`src/rtl/gps_round_sequencer.sv`:
```
// Round sequencer around the GPS code generator: pulses start_round, waits for the
// generator's l_code_valid, and presents each captured round on a valid/ready port.
module gps_round_sequencer #(
  parameter int unsigned START_PULSE    = 2,
  parameter int unsigned TIMEOUT_CYCLES = 1024
) (
  input  logic         sys_clk,
  input  logic         sync_rst_in,
  input  logic         run_req,
  input  logic [7:0]   num_rounds,
  input  logic         abort,
  output logic         busy,
  output logic         start_round,
  input  logic [12:0]  gps_ca_code,
  input  logic [127:0] gps_p_code,
  input  logic [127:0] gps_l_code,
  input  logic         gps_l_code_valid,
  output logic         out_valid,
  input  logic         out_ready,
  output logic [12:0]  out_ca_code,
  output logic [127:0] out_p_code,
  output logic [127:0] out_l_code,
  output logic [7:0]   out_round_idx,
  output logic         done,
  output logic         timeout_err
);

  localparam logic [15:0] PulseLast   = 16'(START_PULSE - 1);
  localparam logic [15:0] TimeoutLast = 16'(TIMEOUT_CYCLES - 1);

  typedef enum logic [1:0] {StIdle, StStart, StWait, StHold} state_e;

  state_e         r_state, w_state_next;
  logic [15:0]    r_cnt;
  logic [7:0]     r_rounds_left, r_round_idx;
  logic           r_start_round, r_out_valid, r_done, r_timeout_err;
  logic [12:0]    r_ca;
  logic [127:0]   r_p, r_l;
  logic [7:0]     r_idx_out;
  logic           w_run_go, w_run_zero, w_capture, w_timeout, w_hs, w_last, w_abort, w_busy;

  // State register
  always_ff @(posedge sys_clk) begin
    if (sync_rst_in) r_state <= StIdle;
    else             r_state <= w_state_next;
  end

  // Next-state logic; abort outranks every other event outside IDLE
  always_comb begin
    w_state_next = r_state;
    w_run_go     = 1'b0;
    w_run_zero   = 1'b0;
    w_capture    = 1'b0;
    w_timeout    = 1'b0;
    w_hs         = 1'b0;
    w_last       = 1'b0;
    case (r_state)
      StIdle: begin
        if (run_req) begin
          if (num_rounds != 8'd0) begin
            w_run_go     = 1'b1;
            w_state_next = StStart;
          end else begin
            w_run_zero = 1'b1;
          end
        end
      end
      StStart: begin
        if (abort)                   w_state_next = StIdle;
        else if (r_cnt == PulseLast) w_state_next = StWait;
      end
      StWait: begin
        if (abort) begin
          w_state_next = StIdle;
        end else if (gps_l_code_valid) begin
          w_capture    = 1'b1;
          w_state_next = StHold;
        end else if (r_cnt == TimeoutLast) begin
          w_timeout    = 1'b1;
          w_state_next = StIdle;
        end
      end
      StHold: begin
        if (abort) begin
          w_state_next = StIdle;
        end else if (r_out_valid && out_ready) begin
          w_hs = 1'b1;
          if (r_rounds_left == 8'd1) begin
            w_last       = 1'b1;
            w_state_next = StIdle;
          end else begin
            w_state_next = StStart;
          end
        end
      end
      default: w_state_next = StIdle;
    endcase
  end

  // Output logic
  always_comb begin
    w_busy  = (r_state != StIdle);
    w_abort = abort && (r_state != StIdle);
  end

  // Shared START/WAIT timer, restarted on every state change
  always_ff @(posedge sys_clk) begin
    if (sync_rst_in || (w_state_next != r_state)) r_cnt <= 16'd0;
    else if (r_state != StIdle)                   r_cnt <= r_cnt + 16'd1;
  end

  always_ff @(posedge sys_clk) begin
    if (sync_rst_in) begin
      r_rounds_left <= 8'd0;
      r_round_idx   <= 8'd0;
      r_start_round <= 1'b0;
      r_out_valid   <= 1'b0;
      r_done        <= 1'b0;
      r_timeout_err <= 1'b0;
      r_ca          <= 13'd0;
      r_p           <= 128'd0;
      r_l           <= 128'd0;
      r_idx_out     <= 8'd0;
    end else begin
      r_start_round <= (w_state_next == StStart);
      r_done        <= w_run_zero | w_timeout | w_last;
      if (w_run_go) begin
        r_rounds_left <= num_rounds;
        r_round_idx   <= 8'd0;
      end
      if (w_run_go || w_run_zero) r_timeout_err <= 1'b0;
      else if (w_timeout)         r_timeout_err <= 1'b1;
      if (w_capture) begin
        r_ca        <= gps_ca_code;
        r_p         <= gps_p_code;
        r_l         <= gps_l_code;
        r_idx_out   <= r_round_idx;
        r_out_valid <= 1'b1;
      end
      if (w_hs || w_abort) r_out_valid <= 1'b0;
      if (w_hs && !w_last) begin
        r_rounds_left <= r_rounds_left - 8'd1;
        r_round_idx   <= r_round_idx + 8'd1;
      end
    end
  end

  assign busy          = w_busy;
  assign start_round   = r_start_round;
  assign out_valid     = r_out_valid;
  assign out_ca_code   = r_ca;
  assign out_p_code    = r_p;
  assign out_l_code    = r_l;
  assign out_round_idx = r_idx_out;
  assign done          = r_done;
  assign timeout_err   = r_timeout_err;

endmodule
```
`config.mk`:
```
export PLATFORM = sky130hd
export DESIGN_NAME = gps_round_sequencer
export DESIGN_NICKNAME = d
export VERILOG_FILES = /design/src/rtl/gps_round_sequencer.sv
export SDC_FILE = /design/constraint.sdc
export NUM_CORES = 1
export LEC_CHECK = 0
export CORE_AREA = 5 5 217 219
export CTS_CLUSTER_DIAMETER = 80
export CTS_CLUSTER_SIZE = 8
export DETAILED_ROUTE_END_ITERATION = 8
export DIE_AREA = 0 0 222 224
export GPL_ROUTABILITY_DRIVEN = 0
export PLACE_DENSITY = 0.53
export SLEW_MARGIN = 10
export SYNTH_ARGS = -nofsm -noshare
export SYNTH_HDL_FRONTEND = slang
export SYNTH_SLANG_ARGS = --single-unit
```
`constraint.sdc`:
```
create_clock -name sys_clk -period 5.84 [get_ports sys_clk]
set_input_delay 1.168 -clock sys_clk [delete_from_list [all_inputs] [get_ports sys_clk]]
set_output_delay 1.168 -clock sys_clk [all_outputs]
set_load 0.02 [all_outputs]
```
==> impl_metrics.py, run 1 <==
metrics = {
    "outcome": {
        "status": "completed",
    },
    "layout": {
        "nets": 2267,
        "design_area_um2": 18900,
        "finalNonFillerCells": 2586,
        "fill_cells": 4536,
        "drive_gt1_share_pct": 4.03,
        "seq_area_um2": 6310,
        "syn2layout_area_growth_pct": 64.5,
        "multi_input_area_um2": 4730,
    },
    "clocking": {
        "clock_latency_ps": 540,
        "cts_tree": "built",
        "clk_path_buf_depth": 3,
        "postCtsSetupBuffers": 0,
        "cts_buffers": 47,
        "cts_resized": 0,
        "holdBufCountCts": 0,
        "clock-sinks": 315,
        "cts_htree_levels": 2,
        "clk_pin_slew_worst_paths_ps": 50,
        "root_buffer": "clkbuf_16",
    },
    "drt": {
        "highest_layer": "met5",
        "firstDrtPassIters": 5,
        "wl_met2_mm": 22.9,
        "vias": 11569,
        "vias_per_cell": 4.47,
        "drtIter0Drc": 745,
        "drc": 0,
        "drtAntennaViolNets": 0,
        "met3_length_mm": 3.51,
        "m1WireLength_mm": 19.0,
        "wl_per_cell_um": 17.9,
        "wl_mm": 46.4,
    },
    "floorplanning": {
        "design.die.area_um2": 49700,
        "start_util_pct": 25.6,
        "std_cell_rows": 78,
        "pin_count": 565,
        "fp.dieH_um": 224,
        "fp.dieW_um": 222,
        "core_area_um2": 44900,
    },
    "logic_synthesis": {
        "yosys_warnings": 0,
        "netlist_area_um2": 11500,
        "synth_top_area_cell": "dfxtp_1",
        "ys_top_cells_by_area": "dfxtp_1 55%, nand2_1 19%, a21oi_1 12%",
        "synth_edf_count": 0,
        "synthArstFlopShare_pct": 0,
        "avgSynthCellArea_um2": 7.88,
        "ys_ff_latch": 315,
        "synthDominantCellAreaShare_pct": 54.8,
        "synthMostInstantiatedCell": "nand2_1",
        "synth_cell_types": 52,
        "syn-num-nets": 1747,
        "synthTopCellsByCount": "585 x nand2_1, 315 x dfxtp_1, 287 x a21oi_1, 76 x clkbuf_1, 31 x nor2_1",
        "synth_flop_cell": "dfxtp_1",
        "netlist_instances": 1459,
        "seq_area_frac_synth_pct": 54.8,
    },
    "timing": {
        "skew_ps": 10.7,
        "layout_min_cycle_time_ps": 3290,
        "max-slew-margin-rel_pct": 33.8,
        "worstMarginPinSlew_ps": 993,
        "max_freq_mhz": 304,
        "min_period_over_period_pct": 56.4,
        "drv_slew": 0,
        "grt_setup_unrepaired": "no",
        "holdWs_ps": 450,
        "finalSetupTns_ps": 0,
        "setup_viol": 0,
        "hold_viol": 0,
    },
    "place": {
        "placed_cells": 2530,
        "place_area_um2": 17600,
        "hpwl_mm": 33.0,
        "io_buffer_count": 564,
    },
    "worst_setup_path": {
        "critPathBufInv": 2,
        "critPathArrivalTime_ps": 2120,
        "setup.worst_path.end_class": "primary output",
        "worstSetupPathType": "flip-flop to primary output",
        "crit_fanout": 14,
        "cpPeakStageDelay_ps": 650,
        "critPathSlowestCell": "dfxtp_1",
        "startpoint_type": "flip-flop",
        "cp_top_family": "buffers and inverters",
        "crit_chain": "nor2_1 -> inv_1 -> clkdlybuf4s50_1",
        "cp.required_ps": 4670,
    },
    "global_route": {
        "grt_max_degree": 192,
        "first_global_vias": 11168,
        "grt_pass1_wl_mm": 69.0,
        "antenna_found_initial": 3,
        "grtUsageTotal_pct": 17.4,
        "grt_overflow": 0,
    },
    "pwr": {
        "p_leak_nw": 6.28,
        "finalPower_mw": 4.95,
        "ir_drop_mv": 0.162,
        "powerDensity_nw_per_um2": 262,
    },
    "flow_run": {
        "drv_cap": 0,
    },
    "min_path": {
        "min_path_type": "flip-flop to flip-flop",
    },
}
cell families after synthesis:
kind of cell / share of synthesized area [%]
and+or+nand+nor: 23.6
AOI/OAI and AO/OA: 15.2
DFF: 54.8
buffers and inverters: 4.18
xor gates and xnor gates: 1.29
adders and majority gates: 0.544
muxes: 0.315
flip-flops by register name, summed over array words and instances (netlist names):
register / cells
done: 1
r_round_idx: 8
out_ca_code: 13
r_state: 2
out_l_code: 128
out_valid: 1
out_round_idx: 8
r_rounds_left: 8
r_cnt: 16
out_p_code: 128
start_round: 1
timeout_err: 1
through the flow:
| stage | worst slack (ps) | utilization [%] |
|---|---|---|
| 3_3_place_gp | 2240 | 39.3 |
| 3_5_place_dp | 2180 | 39.3 |
| 5_1_grt | 2430 | 42.1 |
| 2_1_floorplan | 3360 | - |
| 4_1_cts | 2500 | 42.1 |
| 6_report | 2550 | 42.1 |
power breakdown:
group	internal [mW]	leakage (nW)	switching (mW)
sequential	2.16	2.54	0.0119
combinational	0.197	3.10	0.114
clock	1.52	0.635	0.938
worst reg2reg max path, delay by kind of cell (launching register included):
kind / cells / cell delay [ps]
AOI/OAI and AO/OA: 1 / 160
buffers and inverters: 1 / 540
DFF: 1 / 650
and+or+nand+nor: 3 / 1220
layout by cell type (no fill, tap or decap), types with 9 or more instances in the layout:
master,netlist,routed
clkdlybuf4s50_1,0,563
nand2_1,585,585
nor4_1,13,13
nor2_1,31,31
inv_1,14,14
nor3_1,9,9
xnor2_1,9,9
clkbuf_16,0,49
a21oi_1,287,287
dfxtp_1,315,315
layout make-up:
cell class | count | area share (%)
clock buffer | 51 | 6.57
timing repair buffer | 573 | 30.6
tap | 600 | 3.97
inverter | 14 | 0.278
multi-input combinational | 1028 | 25.0
antenna | 1 | 0.0132
sequential | 315 | 33.3
clock inverter | 4 | 0.271
metal layers:
| layer | global-route usage, % | vias to the layer above |
|---|---|---|
| li1 | - | 5775 |
| met1 | 20.9 | 5337 |
| met2 | 30.1 | 388 |
| met3 | 5.71 | 65 |
| met4 | 5.13 | 4 |
| met5 | 0 | - |
worst paths after layout:
kind | from | slack (ps) | depth (start not counted) | end
worst max-delay path | r_state[1] | 2550 | 3 | busy
worst min-delay path | out_l_code[42] | 450 | 2 | out_l_code[42]
worst max register to register | r_state[1] | 3180 | 5 | out_p_code[28]
worst min register to register | out_l_code[42] | 450 | 2 | out_l_code[42]
No activity file was read; power rests on OpenSTA's default activity.
==> inputs of run 2 (changes only) <==
PLACE_DENSITY = 0.55   (was 0.53)
clock period = 2.8 ns   (was 5.84 ns; I/O delays follow)
==> impl_metrics.py, run 2 (same netlist as run 1, synthesis figures left out) <==
metrics = {
    "worst_setup_path": {
        "cpPeakStageDelay_ps": 640,
        "startpoint_type": "flip-flop",
        "critPathSlowestCell": "clkdlybuf4s50_1",
        "endpoint": "busy",
        "worstSetupPathType": "flip-flop to primary output",
        "critPathLaunch": "r_state[1]",
        "crit_fanout": 14,
        "reg2reg_depth": 8,
        "critPathArrivalTime_ps": 1930,
        "rr_startpoint": "r_rounds_left[1]",
        "setup.worst_path.end_class": "primary output",
        "cp.required_ps": 2240,
        "crit_chain": "nor2_1 -> inv_1 -> clkdlybuf4s50_1",
        "reg2reg_slack_ps": 740,
        "r2r_end": "r_cnt[14]",
    },
    "timing": {
        "drv_slew": 0,
        "grt_setup_unrepaired": "no",
        "skew_ps": 14.7,
        "max_freq_mhz": 401,
        "hold_viol": 0,
        "layout_min_cycle_time_ps": 2490,
        "max-slew-margin-rel_pct": 47.6,
        "setup_viol": 0,
        "finalSetupTns_ps": 0,
        "min_period_over_period_pct": 89.1,
        "worstMarginPinSlew_ps": 787,
    },
    "global_route": {
        "grt_max_degree": 154,
        "grtUsageTotal_pct": 17.0,
        "antenna_found_initial": 2,
        "grt_pass1_wl_mm": 67.8,
        "grt_overflow": 0,
        "first_global_vias": 11295,
    },
    "drt": {
        "vias": 11732,
        "drtAntennaViolNets": 0,
        "firstDrtPassIters": 5,
        "drtIter0Drc": 680,
        "drc": 0,
        "wl_mm": 45.1,
        "wl_per_cell_um": 17.3,
        "vias_per_cell": 4.50,
    },
    "layout": {
        "final_cell_mix": "585 x nand2_1, 563 x clkdlybuf4s50_1, 314 x dfxtp_1",
        "layout_commonest_cell": "nand2_1",
        "nets": 2294,
        "multi_input_area_um2": 4730,
        "design_area_um2": 19100,
        "finalNonFillerCells": 2610,
        "syn2layout_area_growth_pct": 66.5,
        "seq_area_um2": 6310,
        "fill_cells": 4482,
        "drive_gt1_share_pct": 5.23,
    },
    "place": {
        "place_area_um2": 17900,
        "placed_cells": 2558,
        "hpwl_mm": 33.3,
        "io_buffer_count": 564,
    },
    "floorplanning": {
        "fp.dieW_um": 222,
        "fp.dieH_um": 224,
        "core_area_um2": 44900,
        "design.die.area_um2": 49700,
        "std_cell_rows": 78,
        "pin_count": 565,
        "start_util_pct": 25.6,
    },
    "clocking": {
        "cts_htree_levels": 2,
        "clk_path_buf_depth": 3,
        "cts_buffers": 46,
        "clk_pin_slew_worst_paths_ps": 50,
        "clock_latency_ps": 550,
        "root_buffer": "clkbuf_16",
        "holdBufCountCts": 0,
        "clock-sinks": 315,
        "cts_tree": "built",
    },
    "min_path": {
        "min_path_type": "input port to flip-flop",
        "hp-start": "sync_rst_in",
    },
    "outcome": {
        "status": "completed",
    },
    "pwr": {
        "finalPower_mw": 10.1,
        "powerDensity_nw_per_um2": 527,
        "p_leak_nw": 6.40,
        "ir_drop_mv": 0.354,
    },
    "flow_run": {
        "drv_cap": 0,
    },
}
==> run 2: report_power, final <==
part	internal [mW]	switching, mW
Combinational	0.429	0.237
Sequential	4.51	0.0215
Clock	2.97	1.92
Total	7.92	2.18
==> run 2: worst min-delay path by stage <==
| stage | end | slack (ps) | depth (start not counted) |
|---|---|---|---|
| final | r_cnt[9] | 430 | 5 |
| after floorplan | out_round_idx[7] | 440 | 2 |
| after global placement | out_l_code[4] | 440 | 2 |
| after detailed placement | out_p_code[115] | 450 | 2 |
| after global routing | r_cnt[9] | 460 | 5 |
| after CTS | r_cnt[9] | 390 | 5 |
==> run 2: stage by stage <==
step / setup slack [ps] / hold slack [ps] / util (%)
6_report: 305 / 431 / 42.7
5_1_grt: 203 / 458 / 42.7
4_1_cts: 17.1 / 389 / 42.6
3_5_place_dp: 345 / 446 / 39.9
3_3_place_gp: 347 / 441 / 39.9
2_1_floorplan: 913 / 442 / -
==> run 2: per-layer routing <==
metal	wire length, um	GRT usage [%]	vias up	part of all wire [%]
li1	-	-	5842	-
met1	18300	20.1	5432	41
met2	22100	29.0	375	49
met3	3380	5.32	81	7.5
met4	1290	6.16	2	2.9
met5	11	0	-	0.024
==> run 2: area by class of cell <==
type / count / area share [%]
repair buffers: 601 / 31.8
multi-input cells: 1028 / 24.7
flip-flops and latches: 315 / 32.9
diodes: 1 / 0.0131
well taps: 600 / 3.92
inverters: 14 / 0.274
clock inverters: 4 / 0.307
clock buffers: 47 / 6.03
==> run 2: what timing repair did <==
item | in CTS | in global routing
gates resized for setup | 0 | 1
endpoints found under the setup margin | 0 | 1
setup buffers | 0 | 0
==> run 2: worst max-delay path: cells and delay by family (launching register included) <==
kind | cells | cell delay, ps
flops | 1 | 490
simple gates | 1 | 150
buf+inv | 2 | 760
==> inputs of run 3 (changes only) <==
SETUP_SLACK_MARGIN = 0.4   (was default)
SLEW_MARGIN = 0   (was 10)
==> impl_metrics.py, run 3 (same netlist as run 1, synthesis figures left out) <==
metrics = {
    "drt": {
        "drc": 0,
        "vias": 11732,
        "drtIter0Drc": 680,
        "wl_per_cell_um": 17.3,
        "vias_per_cell": 4.50,
        "firstDrtPassIters": 5,
        "drtAntennaViolNets": 0,
        "wl_mm": 45.1,
    },
    "pwr": {
        "combPwrFrac_pct": 6.6,
        "powerDensity_nw_per_um2": 527,
        "p_sw_share_pct": 21.6,
        "power_frac_seq_pct": 44.9,
        "net-switching-power_mw": 2.18,
        "ir_drop_mv": 0.354,
        "clockPowerShare_pct": 48.5,
        "p_leak_nw": 6.41,
        "p_int_mw": 7.91,
    },
    "worst_setup_path": {
        "setup.worst_path.end_class": "primary output",
        "rr_startpoint": "r_rounds_left[1]",
        "reg2reg_slack_ps": 740,
        "reg2reg_depth": 8,
        "r2r_end": "r_cnt[14]",
        "crit_fanout": 14,
        "cp.required_ps": 2240,
        "critPathArrivalTime_ps": 1670,
        "startpoint_type": "flip-flop",
        "worstSetupPathType": "flip-flop to primary output",
    },
    "min_path": {
        "min_path_type": "input port to flip-flop",
        "hp-start": "sync_rst_in",
        "hold_depth": 5,
        "hold_end": "r_cnt[9]",
    },
    "global_route": {
        "grt_overflow": 0,
        "grtUsageTotal_pct": 17.0,
        "first_global_vias": 11295,
        "grt_pass1_wl_mm": 67.8,
        "antenna_found_initial": 2,
        "grt_max_degree": 154,
    },
    "layout": {
        "finalNonFillerCells": 2610,
        "layout_commonest_cell": "nand2_1",
        "utilization_pct": 42.7,
        "final_cell_mix": "585 x nand2_1, 562 x clkdlybuf4s50_1, 314 x dfxtp_1",
        "drive_gt1_share_pct": 5.23,
        "syn2layout_area_growth_pct": 66.5,
        "nets": 2294,
    },
    "timing": {
        "finalSetupTns_ps": 0,
        "skew_ps": 14.7,
        "holdWs_ps": 431,
        "setup_viol": 0,
        "min_period_over_period_pct": 79.7,
        "worstMarginPinSlew_ps": 787,
        "drv_slew": 0,
        "max-slew-margin-rel_pct": 47.6,
        "max_freq_mhz": 448,
        "hold_viol": 0,
        "grt_setup_unrepaired": "no",
        "layout_min_cycle_time_ps": 2230,
    },
    "clocking": {
        "root_buffer": "clkbuf_16",
        "clk_pin_slew_worst_paths_ps": 50,
        "cts_htree_levels": 2,
        "postCtsSetupBuffers": 0,
        "clock_latency_ps": 550,
        "cts_buffers": 46,
        "clock-sinks": 315,
        "clk_path_buf_depth": 3,
        "cts_tree": "built",
    },
    "floorplanning": {
        "start_util_pct": 25.6,
        "fp.dieW_um": 222,
        "design.die.area_um2": 49700,
        "core_area_um2": 44900,
        "std_cell_rows": 78,
        "pin_count": 565,
        "fp.dieH_um": 224,
    },
    "outcome": {
        "status": "completed",
    },
    "place": {
        "hpwl_mm": 33.3,
        "placed_cells": 2558,
        "io_buffer_count": 564,
    },
    "flow_run": {
        "drv_cap": 0,
    },
}
[run 3: cell types whose count changed in the layout (fill, tap and decap cells not counted), sizes merged]
| cell | delta |
|---|---|
| clkdlybuf4s50 | -1 |
| dlygate4sd2 | +1 |
[run 3: stage by stage]
stage	cell area, um^2	power (mW)	setup WS [ps]
4_1_cts	19100	10.3	494
6_report	19100	10.1	568
3_5_place_dp	17900	5.29	345
3_3_place_gp	17900	5.29	347
5_1_grt	19100	10.5	458
2_1_floorplan	11500	4.80	913
[run 3: per-layer routing]
layer / vias to the layer above / share of wire (%) / GRT usage (%)
li1: 5842 / - / -
met1: 5432 / 41 / 20.1
met2: 375 / 49 / 29.0
met3: 81 / 7.5 / 5.32
met4: 2 / 2.9 / 6.16
met5: - / 0.024 / 0
[run 3: final cells by class]
cell class	count	area, um^2
Fill cell	4481	25700
Sequential cell	315	6310
Timing Repair Buffer	601	6090
Multi-Input combinational cell	1028	4730
Clock buffer	47	1150
Tap cell	600	751
Clock inverter	4	58.8
Inverter	14	52.6
Antenna cell	1	2.50
[run 3: how the worst max path moves through the flow]
| stage | start | end |
|---|---|---|
| floorplan | r_rounds_left[1] | r_cnt[10] |
| global placement | abort | r_round_idx[7] |
| detailed placement | abort | r_round_idx[7] |
| CTS | r_state[1] | busy |
| global route | r_state[1] | busy |
| finish | r_state[1] | busy |
[run 3: power groups by stage]
stage               clock network, mW  registers [mW]  logic, mW
floorplan                           0            4.63      0.175
global placement                    0            4.62      0.663
detailed placement                  0            4.62      0.666
CTS                              5.10            4.53      0.671
global route                     5.27            4.53      0.714
finish                           4.89            4.54      0.665
[run 3: worst max-delay path, cell delays in order, from the launching register on]
cell	delay (ps)
dfxtp_2	400
nor2_1	260
inv_1	120
dlygate4sd2_1	350
[run 3: what timing repair did]
item,4_1_cts,5_1_grt
resized for setup,2,0
hold buffers,0,0
endpoints found under the setup margin,1,0
endpoints found under the hold margin,0,0
